$ cat src/rtl/rf_write_scheduler.sv
// Shares the register_file write port between the writeback stage and a buffered long-latency unit,
// with a scoreboard of registers awaiting LU results. Optional bypass ports under RF_WR_BYPASS_EN.
module rf_write_scheduler #(
  parameter int FIFO_DEPTH      = 2,
  parameter int MAX_OUTSTANDING = 4,
  parameter int DATA_WIDTH      = 32
) (
  input  logic                  i_clock,
  input  logic                  i_reset,
  input  logic                  i_issue_valid,
  input  logic [4:0]            i_issue_rd,
  output logic                  o_issue_ready,
  input  logic                  i_wb_valid,
  input  logic [4:0]            i_wb_rd,
  input  logic [DATA_WIDTH-1:0] i_wb_data,
  output logic                  o_wb_stall,
  input  logic                  i_lu_valid,
  input  logic [4:0]            i_lu_rd,
  input  logic [DATA_WIDTH-1:0] i_lu_data,
  output logic                  o_lu_ready,
  input  logic [4:0]            i_addr_rs1,
  input  logic [4:0]            i_addr_rs2,
  output logic                  o_rs1_pending,
  output logic                  o_rs2_pending,
`ifdef RF_WR_BYPASS_EN
  output logic                  o_rs1_byp_valid,
  output logic                  o_rs2_byp_valid,
  output logic [DATA_WIDTH-1:0] o_rs1_byp_data,
  output logic [DATA_WIDTH-1:0] o_rs2_byp_data,
`endif
  output logic                  o_rf_write_enable,
  output logic [4:0]            o_rf_addr_rd,
  output logic [DATA_WIDTH-1:0] o_rf_data_rd
);

  localparam int PTR_W = (FIFO_DEPTH > 1) ? $clog2(FIFO_DEPTH) : 1;
  localparam int CNT_W = $clog2(FIFO_DEPTH + 1);
  localparam int OUT_W = 4;

  logic [4:0]            r_fifo_rd   [FIFO_DEPTH];
  logic [DATA_WIDTH-1:0] r_fifo_data [FIFO_DEPTH];
  logic [PTR_W-1:0]      r_wr_ptr;
  logic [PTR_W-1:0]      r_rd_ptr;
  logic [CNT_W-1:0]      r_count;
  logic [31:0]           r_pending;
  logic [OUT_W-1:0]      r_outstanding;
  logic                  r_rf_we;
  logic [4:0]            r_rf_addr;
  logic [DATA_WIDTH-1:0] r_rf_data;

  logic                  w_fifo_full;
  logic                  w_fifo_empty;
  logic                  w_grant_fifo;
  logic                  w_grant_wb;
  logic                  w_grant_any;
  logic [4:0]            w_grant_rd;
  logic [DATA_WIDTH-1:0] w_grant_data;
  logic                  w_push;
  logic                  w_issue_acc;
  logic [4:0]            w_head_rd;
  logic [PTR_W-1:0]      w_wr_ptr_nxt;
  logic [PTR_W-1:0]      w_rd_ptr_nxt;
  logic                  w_rs1_pend_raw;
  logic                  w_rs2_pend_raw;

  assign w_fifo_full  = (r_count == CNT_W'(FIFO_DEPTH));
  assign w_fifo_empty = (r_count == '0);
  assign w_head_rd    = r_fifo_rd[r_rd_ptr];

  // Full FIFO outranks WB so the LU can never be blocked indefinitely behind a busy pipeline.
  assign w_grant_fifo = w_fifo_full || (!i_wb_valid && !w_fifo_empty);
  assign w_grant_wb   = !w_fifo_full && i_wb_valid;
  assign w_grant_any  = w_grant_fifo || w_grant_wb;
  assign w_grant_rd   = w_grant_fifo ? w_head_rd : i_wb_rd;
  assign w_grant_data = w_grant_fifo ? r_fifo_data[r_rd_ptr] : i_wb_data;

  assign o_wb_stall   = w_fifo_full && i_wb_valid;
  assign o_lu_ready   = !w_fifo_full;
  assign w_push       = i_lu_valid && !w_fifo_full;

  assign o_issue_ready = (r_outstanding < OUT_W'(MAX_OUTSTANDING)) && !r_pending[i_issue_rd];
  assign w_issue_acc   = i_issue_valid && o_issue_ready;

  assign w_wr_ptr_nxt = (r_wr_ptr == PTR_W'(FIFO_DEPTH - 1)) ? '0 : r_wr_ptr + PTR_W'(1);
  assign w_rd_ptr_nxt = (r_rd_ptr == PTR_W'(FIFO_DEPTH - 1)) ? '0 : r_rd_ptr + PTR_W'(1);

  assign w_rs1_pend_raw = r_pending[i_addr_rs1];
  assign w_rs2_pend_raw = r_pending[i_addr_rs2];

`ifdef RF_WR_BYPASS_EN
  assign o_rs1_byp_valid = w_grant_any && (w_grant_rd == i_addr_rs1) && (i_addr_rs1 != 5'd0);
  assign o_rs2_byp_valid = w_grant_any && (w_grant_rd == i_addr_rs2) && (i_addr_rs2 != 5'd0);
  assign o_rs1_byp_data  = w_grant_data;
  assign o_rs2_byp_data  = w_grant_data;
  assign o_rs1_pending   = w_rs1_pend_raw && !o_rs1_byp_valid;
  assign o_rs2_pending   = w_rs2_pend_raw && !o_rs2_byp_valid;
`else
  assign o_rs1_pending   = w_rs1_pend_raw;
  assign o_rs2_pending   = w_rs2_pend_raw;
`endif

  assign o_rf_write_enable = r_rf_we;
  assign o_rf_addr_rd      = r_rf_addr;
  assign o_rf_data_rd      = r_rf_data;

  // Storage needs no reset: the count and pointers alone define which entries are live.
  always_ff @(posedge i_clock) begin
    if (w_push) begin
      r_fifo_rd[r_wr_ptr]   <= i_lu_rd;
      r_fifo_data[r_wr_ptr] <= i_lu_data;
    end
  end

  always_ff @(posedge i_clock or posedge i_reset) begin
    if (i_reset) begin
      r_wr_ptr <= '0;
      r_rd_ptr <= '0;
      r_count  <= '0;
    end else begin
      if (w_push)
        r_wr_ptr <= w_wr_ptr_nxt;
      if (w_grant_fifo)
        r_rd_ptr <= w_rd_ptr_nxt;
      if (w_push && !w_grant_fifo)
        r_count <= r_count + CNT_W'(1);
      else if (!w_push && w_grant_fifo)
        r_count <= r_count - CNT_W'(1);
    end
  end

  // Clear before set, so a re-issue to the register being retired this cycle keeps its bit.
  always_ff @(posedge i_clock or posedge i_reset) begin
    if (i_reset) begin
      r_pending     <= '0;
      r_outstanding <= '0;
    end else begin
      if (w_grant_fifo)
        r_pending[w_head_rd] <= 1'b0;
      if (w_issue_acc && (i_issue_rd != 5'd0))
        r_pending[i_issue_rd] <= 1'b1;
      r_pending[0] <= 1'b0;
      if (w_issue_acc && !w_grant_fifo)
        r_outstanding <= r_outstanding + OUT_W'(1);
      else if (!w_issue_acc && w_grant_fifo && (r_outstanding != '0))
        r_outstanding <= r_outstanding - OUT_W'(1);
    end
  end

  always_ff @(posedge i_clock or posedge i_reset) begin
    if (i_reset) begin
      r_rf_we   <= 1'b0;
      r_rf_addr <= '0;
      r_rf_data <= '0;
    end else begin
      r_rf_we <= w_grant_any && (w_grant_rd != 5'd0);
      if (w_grant_any) begin
        r_rf_addr <= w_grant_rd;
        r_rf_data <= w_grant_data;
      end
    end
  end

endmodule

$ cat config.mk
export PLATFORM = sky130hd
export DESIGN_NAME = rf_write_scheduler
export DESIGN_NICKNAME = d
export VERILOG_FILES = /design/src/rtl/rf_write_scheduler.sv
export SDC_FILE = /design/constraint.sdc
export NUM_CORES = 1
export LEC_CHECK = 0
export ABC_AREA = 1
export BUFFER_PORTS_ARGS = -buffer_cell sky130_fd_sc_hd__buf_2
export CORE_MARGIN = 5
export CORE_UTILIZATION = 30
export CTS_CLUSTER_DIAMETER = 30
export DETAILED_ROUTE_END_ITERATION = 6
export GPL_TIMING_DRIVEN = 0
export PLACE_DENSITY = 0.59
export SYNTH_ARGS = -nofsm -noshare
export SYNTH_HDL_FRONTEND = slang
export SYNTH_SLANG_ARGS = --single-unit
$ cat constraint.sdc
create_clock -name i_clock -period 6.7 [get_ports i_clock]
set_clock_uncertainty 0.15 [all_clocks]
set_input_delay 1.005 -clock i_clock [delete_from_list [all_inputs] [get_ports i_clock]]
set_output_delay 1.005 -clock i_clock [all_outputs]
set_load 0.1 [all_outputs]
Word-level counts from Yosys, hierarchy flattened
Memories as Yosys holds them, arrays and structs flattened. Index checks and enable logic that the tools add are counted.

Flip-flop bits (word level): 77. Memories kept: 2. Output and inout port bits: 43. Input bits: 94. Bits in writable memories: 74.

Memory list: r_fifo_data (depth 2, width 32, rd ports 1, clocked after memory_dff 0, wr ports 1, line 41) `logic [DATA_WIDTH-1:0] r_fifo_data [FIFO_DEPTH];`; r_fifo_rd (depth 2, width 5, rd ports 1, clocked after memory_dff 0, wr ports 1, line 40) `logic [4:0] r_fifo_rd [FIFO_DEPTH];`.

Reduce and logical (&&, ||, !) cells: 30. Magnitude comparators: 7. Bitwise logic cells: 3. Add/sub/neg operators: 6. Equal/unequal tests: 1. Mux-type cells: 22.

Operator list (count): two-way mux 32 bit (3); bitwise AND 32 bit (1); inverter 32 bit (1); bitwise OR 32 bit (1); < comparator 5 x 6 -> 1 bit (second input constant) (4); binary-select mux 1 bit (select 5 bit) (3); logical AND 1 bit (15); demux 1 bit (select 5 bit) (2); >= comparator 5 x 1 -> 1 bit (second input constant) (2); nonzero test 5 bit (2); two-way mux 1 bit (9); two-way mux 4 bit (2); zero test 1 bit (7); two-way mux 5 bit (1); adder 4 x 1 -> 4 bit (second input constant) (1); < comparator 4 x 3 -> 1 bit (second input constant) (1); two-way mux 2 bit (2); nonzero test 2 bit (2); nonzero test 4 bit (1); subtractor 4 x 1 -> 4 bit (second input constant) (1); adder 1 bit (second input constant) (2); adder 2 x 1 -> 2 bit (second input constant) (1); == test 2 bit (second input constant) (1); zero test 2 bit (1); 2 further kinds (3).

Depth between registers and ports, before layout
Depth in word-level cells: 10. Mapped depth: 22. Depth with buffers taken out: 20.

Least setup slack after synthesis
No wires, ideal clock.

Path type: in2out. Start: input i_addr_rs1[0]. End: output o_rs1_pending. Required time: 5.545 ns. Cell stages on the path: 6. Arrival: 3.401 ns. Setup slack: 2.144 ns. Cell sequence: inv_1 clkbuf_1 o21ai_0 o221ai_1 nand3_1 a31oi_1.

Word-level cells in the longest chain between the ends: 2.

Ends and longest elaborated chain: from (decl) (line 21) `input logic [4:0] i_addr_rs1,`; binary-select mux 1 bit (select 5 bit) (line 87) `assign w_rs1_pend_raw = r_pending[i_addr_rs1];`; two-way mux 1 bit (implied by the code) (line 87); to (decl) (line 23) `output logic o_rs1_pending,`.

No other way between the ends. The select of a mux whose other input is x is not followed.

Final worst setup path
Start: input i_addr_rs2[0]. End: output o_rs2_pending.

Word-level cells in the longest chain between the ends: 2.

Ends and longest elaborated chain: from (decl) (line 22) `input logic [4:0] i_addr_rs2,`; binary-select mux 1 bit (select 5 bit) (line 88) `assign w_rs2_pend_raw = r_pending[i_addr_rs2];`; two-way mux 1 bit (implied by the code) (line 88); to (decl) (line 24) `output logic o_rs2_pending,`.

No other way between the ends. The select of a mux whose other input is x is not followed.

==> results.md <==
* Outcome: completed
* Residual antenna-violating net count after detailed routing at 0
* Maximum clock rate at 0.257 GHz
* Number of register bits inferred by synthesis at 151
* Largest net degree at the start of global routing at 65
* Syn Nets at 824
* Number of sinks handled by clock tree synthesis at 151
* Leakage at 0.00381 uW
* Multi-input logic area at 2610 sq um
* Port Buffer Count at 135
* Total die area at 26800 sq um
* Number of global-route vias before repair at 5827
* Endpoints failing hold at 0
* Most frequent standard cell in the layout excluding fill and tap cells: sky130_fd_sc_hd__buf_2
* Count of max-cap constraint violations at 0
* Final period util at 58.0%
* Reg2Reg Capture Point: r_outstanding[3]$_DFFE_PP0P_
* Global-route usage over all layers at 15.2%
* Total number of placement rows at 56
* Slew of the pin with the lowest slew margin at 0.727 ns
* First element of the critical path: i_addr_rs2[0]
* Clock tree from TritonCTS: done
* Mean instance size in the synthesized netlist at 9.76 sq um
* Final sum of negative setup slack at 0 ns
* Register area share after synthesis at 58.6%
* Cell count after synthesis at 726
* Critical path's most frequent cell: sky130_fd_sc_hd__buf_2
* Worst-path fanout max at 10
* Register cell area after layout at 4150 sq um
* CTS Buf Count at 17
* Gates resized, CTS repair at 0
* Mux share of post-synthesis cell area at 4.66%
* Worst IR drop on VDD at 0.371 mV
* Element type at the critical path start: input pin
* Root buffer cell: sky130_fd_sc_hd__clkbuf_16
* Average wire per cell in the routed design at 16.5 um
* First-pass detailed-route iteration total at 5
* Clock slew at the register clock pins of the worst setup and hold paths at 0.06 ns
* Detailed placer's ending HPWL at 14.6 mm
* Setup bufs post-CTS at 0
* RSZ-0062 raised after global routing: false
* Post-synthesis cell type count at 33
* Relative area change from synthesis to final layout at 25.2%
* Highest-delay cell along the critical path: sky130_fd_sc_hd__buf_2
* Largest cells by area after synthesis: sky130_fd_sc_hd__edfxtp_1 (31%), sky130_fd_sc_hd__dfrtp_1 (27%), sky130_fd_sc_hd__o21ai_0 (8.3%)
* Number of cells on the worst hold path at 2
* Hold buffers post-CTS at 0
* Power per unit of standard cell area at 543 nW/um^2
* Antenna violations before repair at 7
* Horizontal die dimension at 164 um
* Share of the synthesized area in the top cell type at 31.4%
* Die Y at 164 um
* Area of the core at 23300 sq um
* Complex-gate fraction of the synthesized area at 16.7%
* Starting Density at 30.4%
* Wire length of the first global-routing pass at 31.8 mm
* Worst-case register-to-register setup slack at 4.06 ns
* Total congestion overflow at 0
* Endpoint, Worst Hold: o_rf_addr_rd[1]$_DFFE_PP0P_
* Area share of and/or/nand/nor cells after synthesis at 13.9%
* WL final at 20.1 mm
* Classification of the worst-slack hold path: flip-flop to flip-flop
* I/O pins at 137
* Share of final-layout standard cells stronger than drive strength 1 at 21.9%
* Clock latency reported for the late side of the worst-skew pair at 0.43 ns
* Vias after detailed routing at 5906
* Ordered cell list for the critical path: buf_2 -> inv_1 -> clkbuf_1 -> o21ai_0 -> o221ai_1 -> nand3_1 -> a31oi_1 -> buf_2
* Number of warnings printed during yosys synthesis at 0
* Worst setup path class: input pin to output port
* Number of fill cells at 2335
* Max clock buf depth at 2
* Origin of the critical flop-to-flop path: r_count[0]$_DFFE_PP0P_
* Routed vias/inst at 4.85
* Largest stage delay on the critical path at 0.44 ns
* Post-synthesis adder-cell area fraction at 0.812%
* Final setup violation count at 0
* Fraction of the core area covered by cells at the end of the flow at 38.0%
* Parity-gate share of the synthesized area counting xor and xnor cells at 0.494%
* Combinational family with the most area after synthesis: compound AO/OA/AOI/OAI gates
* CP required at 5.54 ns
* Max H-tree Level at 4
* Commonest cells after routing, fill and taps aside: sky130_fd_sc_hd__buf_2 (145), sky130_fd_sc_hd__nand2_1 (143), sky130_fd_sc_hd__o21ai_0 (118), sky130_fd_sc_hd__dfrtp_1 (77), sky130_fd_sc_hd__edfxtp_1 (74)
* Number of pins with negative max-slew slack in the final report at 0
* Data arrival time of the critical path at 2.73 ns
* Max_slew headroom at 51.0%
* Worst Setup End Kind: output port
* Number of nets at the end of the flow at 981
* Cell accounting for the most synthesized area: sky130_fd_sc_hd__edfxtp_1
* Number of remaining DRC errors at 0
* Depth of the worst register-to-register path at 13
* Period minus WS final at 3.89 ns
* Gp weighted congestion at 0.898
* Syn Std Cell Area at 7090 sq um
* Hold path startpoint: o_rf_addr_rd[1]$_DFFE_PP0P_
* 1st-iter DRT viols at 484
[routing by layer]
layer / global-route usage (%) / share of wire (%)
met5: 0 / 0.31
met4: 5.11 / 2.0
met3: 4.79 / 9.4
met2: 24.0 / 47
met1: 19.9 / 41
[cell families (layout without fill, tap and decap cells)]
family	Yosys count	after routing
compound gates	215	215
xor+xnor	4	4
fa+ha+maj	4	4
buf+inv	83	253
flops	151	151
mux	33	33
other cells	0	3
simple gates	236	236
[power by group]
group          leakage (uW)  internal (uW)  switching, uW
Clock              0.000285            588            392
Combinational       0.00189            537           1790
Sequential          0.00163           1310            202
[worst max-delay path, delay by kind of cell]
kind,cells,cell delay (ns)
AO/OA/AOI/OAI,3,0.50
AND/OR/NAND/NOR,1,0.12
buffers and inverters,4,1.11
[area by class of cell]
| cell class | count | share of cell area (%) |
|---|---|---|
| clock inverters | 14 | 1.96 |
| inverters | 55 | 2.38 |
| diodes | 3 | 0.0846 |
| well taps | 319 | 4.50 |
| repair buffers | 138 | 8.55 |
| clock buffers | 18 | 4.84 |
| plain buffers | 28 | 1.50 |
| flip-flops and latches | 151 | 46.8 |
| multi-input cells | 492 | 29.4 |
[metrics by stage]
step	instances	total power (uW)	hold WS, ns	cell area [sq um]	worst slack (ns)
after floorplan	726	3290	0.312	7090	2.14
final	1218	4820	0.334	8870	2.81
after global placement	1180	3810	0.312	8160	2.27
after detailed placement	1183	3860	0.310	8260	2.84
after CTS	1215	4850	0.327	8860	2.84
after global routing	1217	5090	0.354	8870	2.60
[synthesized netlist by cell type, drive strengths merged]
cell type	count
dfrtp	77
mux2i	33
nand4	3
inv	55
xnor2	2
nand3	28
a21oi	24
buf	12
xor2	2
ha	3
clkbuf	16
a41oi	1
edfxtp	74
o31ai	2
a31oi	3
nand2	146
fa	1
o21a	21
o211ai	4
nor2	51
o221ai	8
nor3	8
o21ai	148
o22ai	4
[sequential cells by signal, summed over array words and instances (netlist names)]
register / cells
r_outstanding: 4
o_rf_addr_rd: 5
r_pending: 31
r_fifo_data: 64
o_rf_data_rd: 32
r_wr_ptr: 1
r_fifo_rd: 10
r_rd_ptr: 1
r_count: 2
o_rf_write_enable: 1
[worst max path at each step]
| stage | end | slack, ns | cells past startpoint |
|---|---|---|---|
| floorplan | o_rs1_pending | 2.14 | 6 |
| detailed placement | o_rs2_pending | 2.84 | 8 |
| global placement | r_fifo_data[1][24]$_DFFE_PP_ | 2.27 | 3 |
| finish | o_rs2_pending | 2.81 | 8 |
| CTS | o_rs2_pending | 2.84 | 8 |
| global route | o_rs1_pending | 2.60 | 8 |
(Power assumes the default switching activity.)
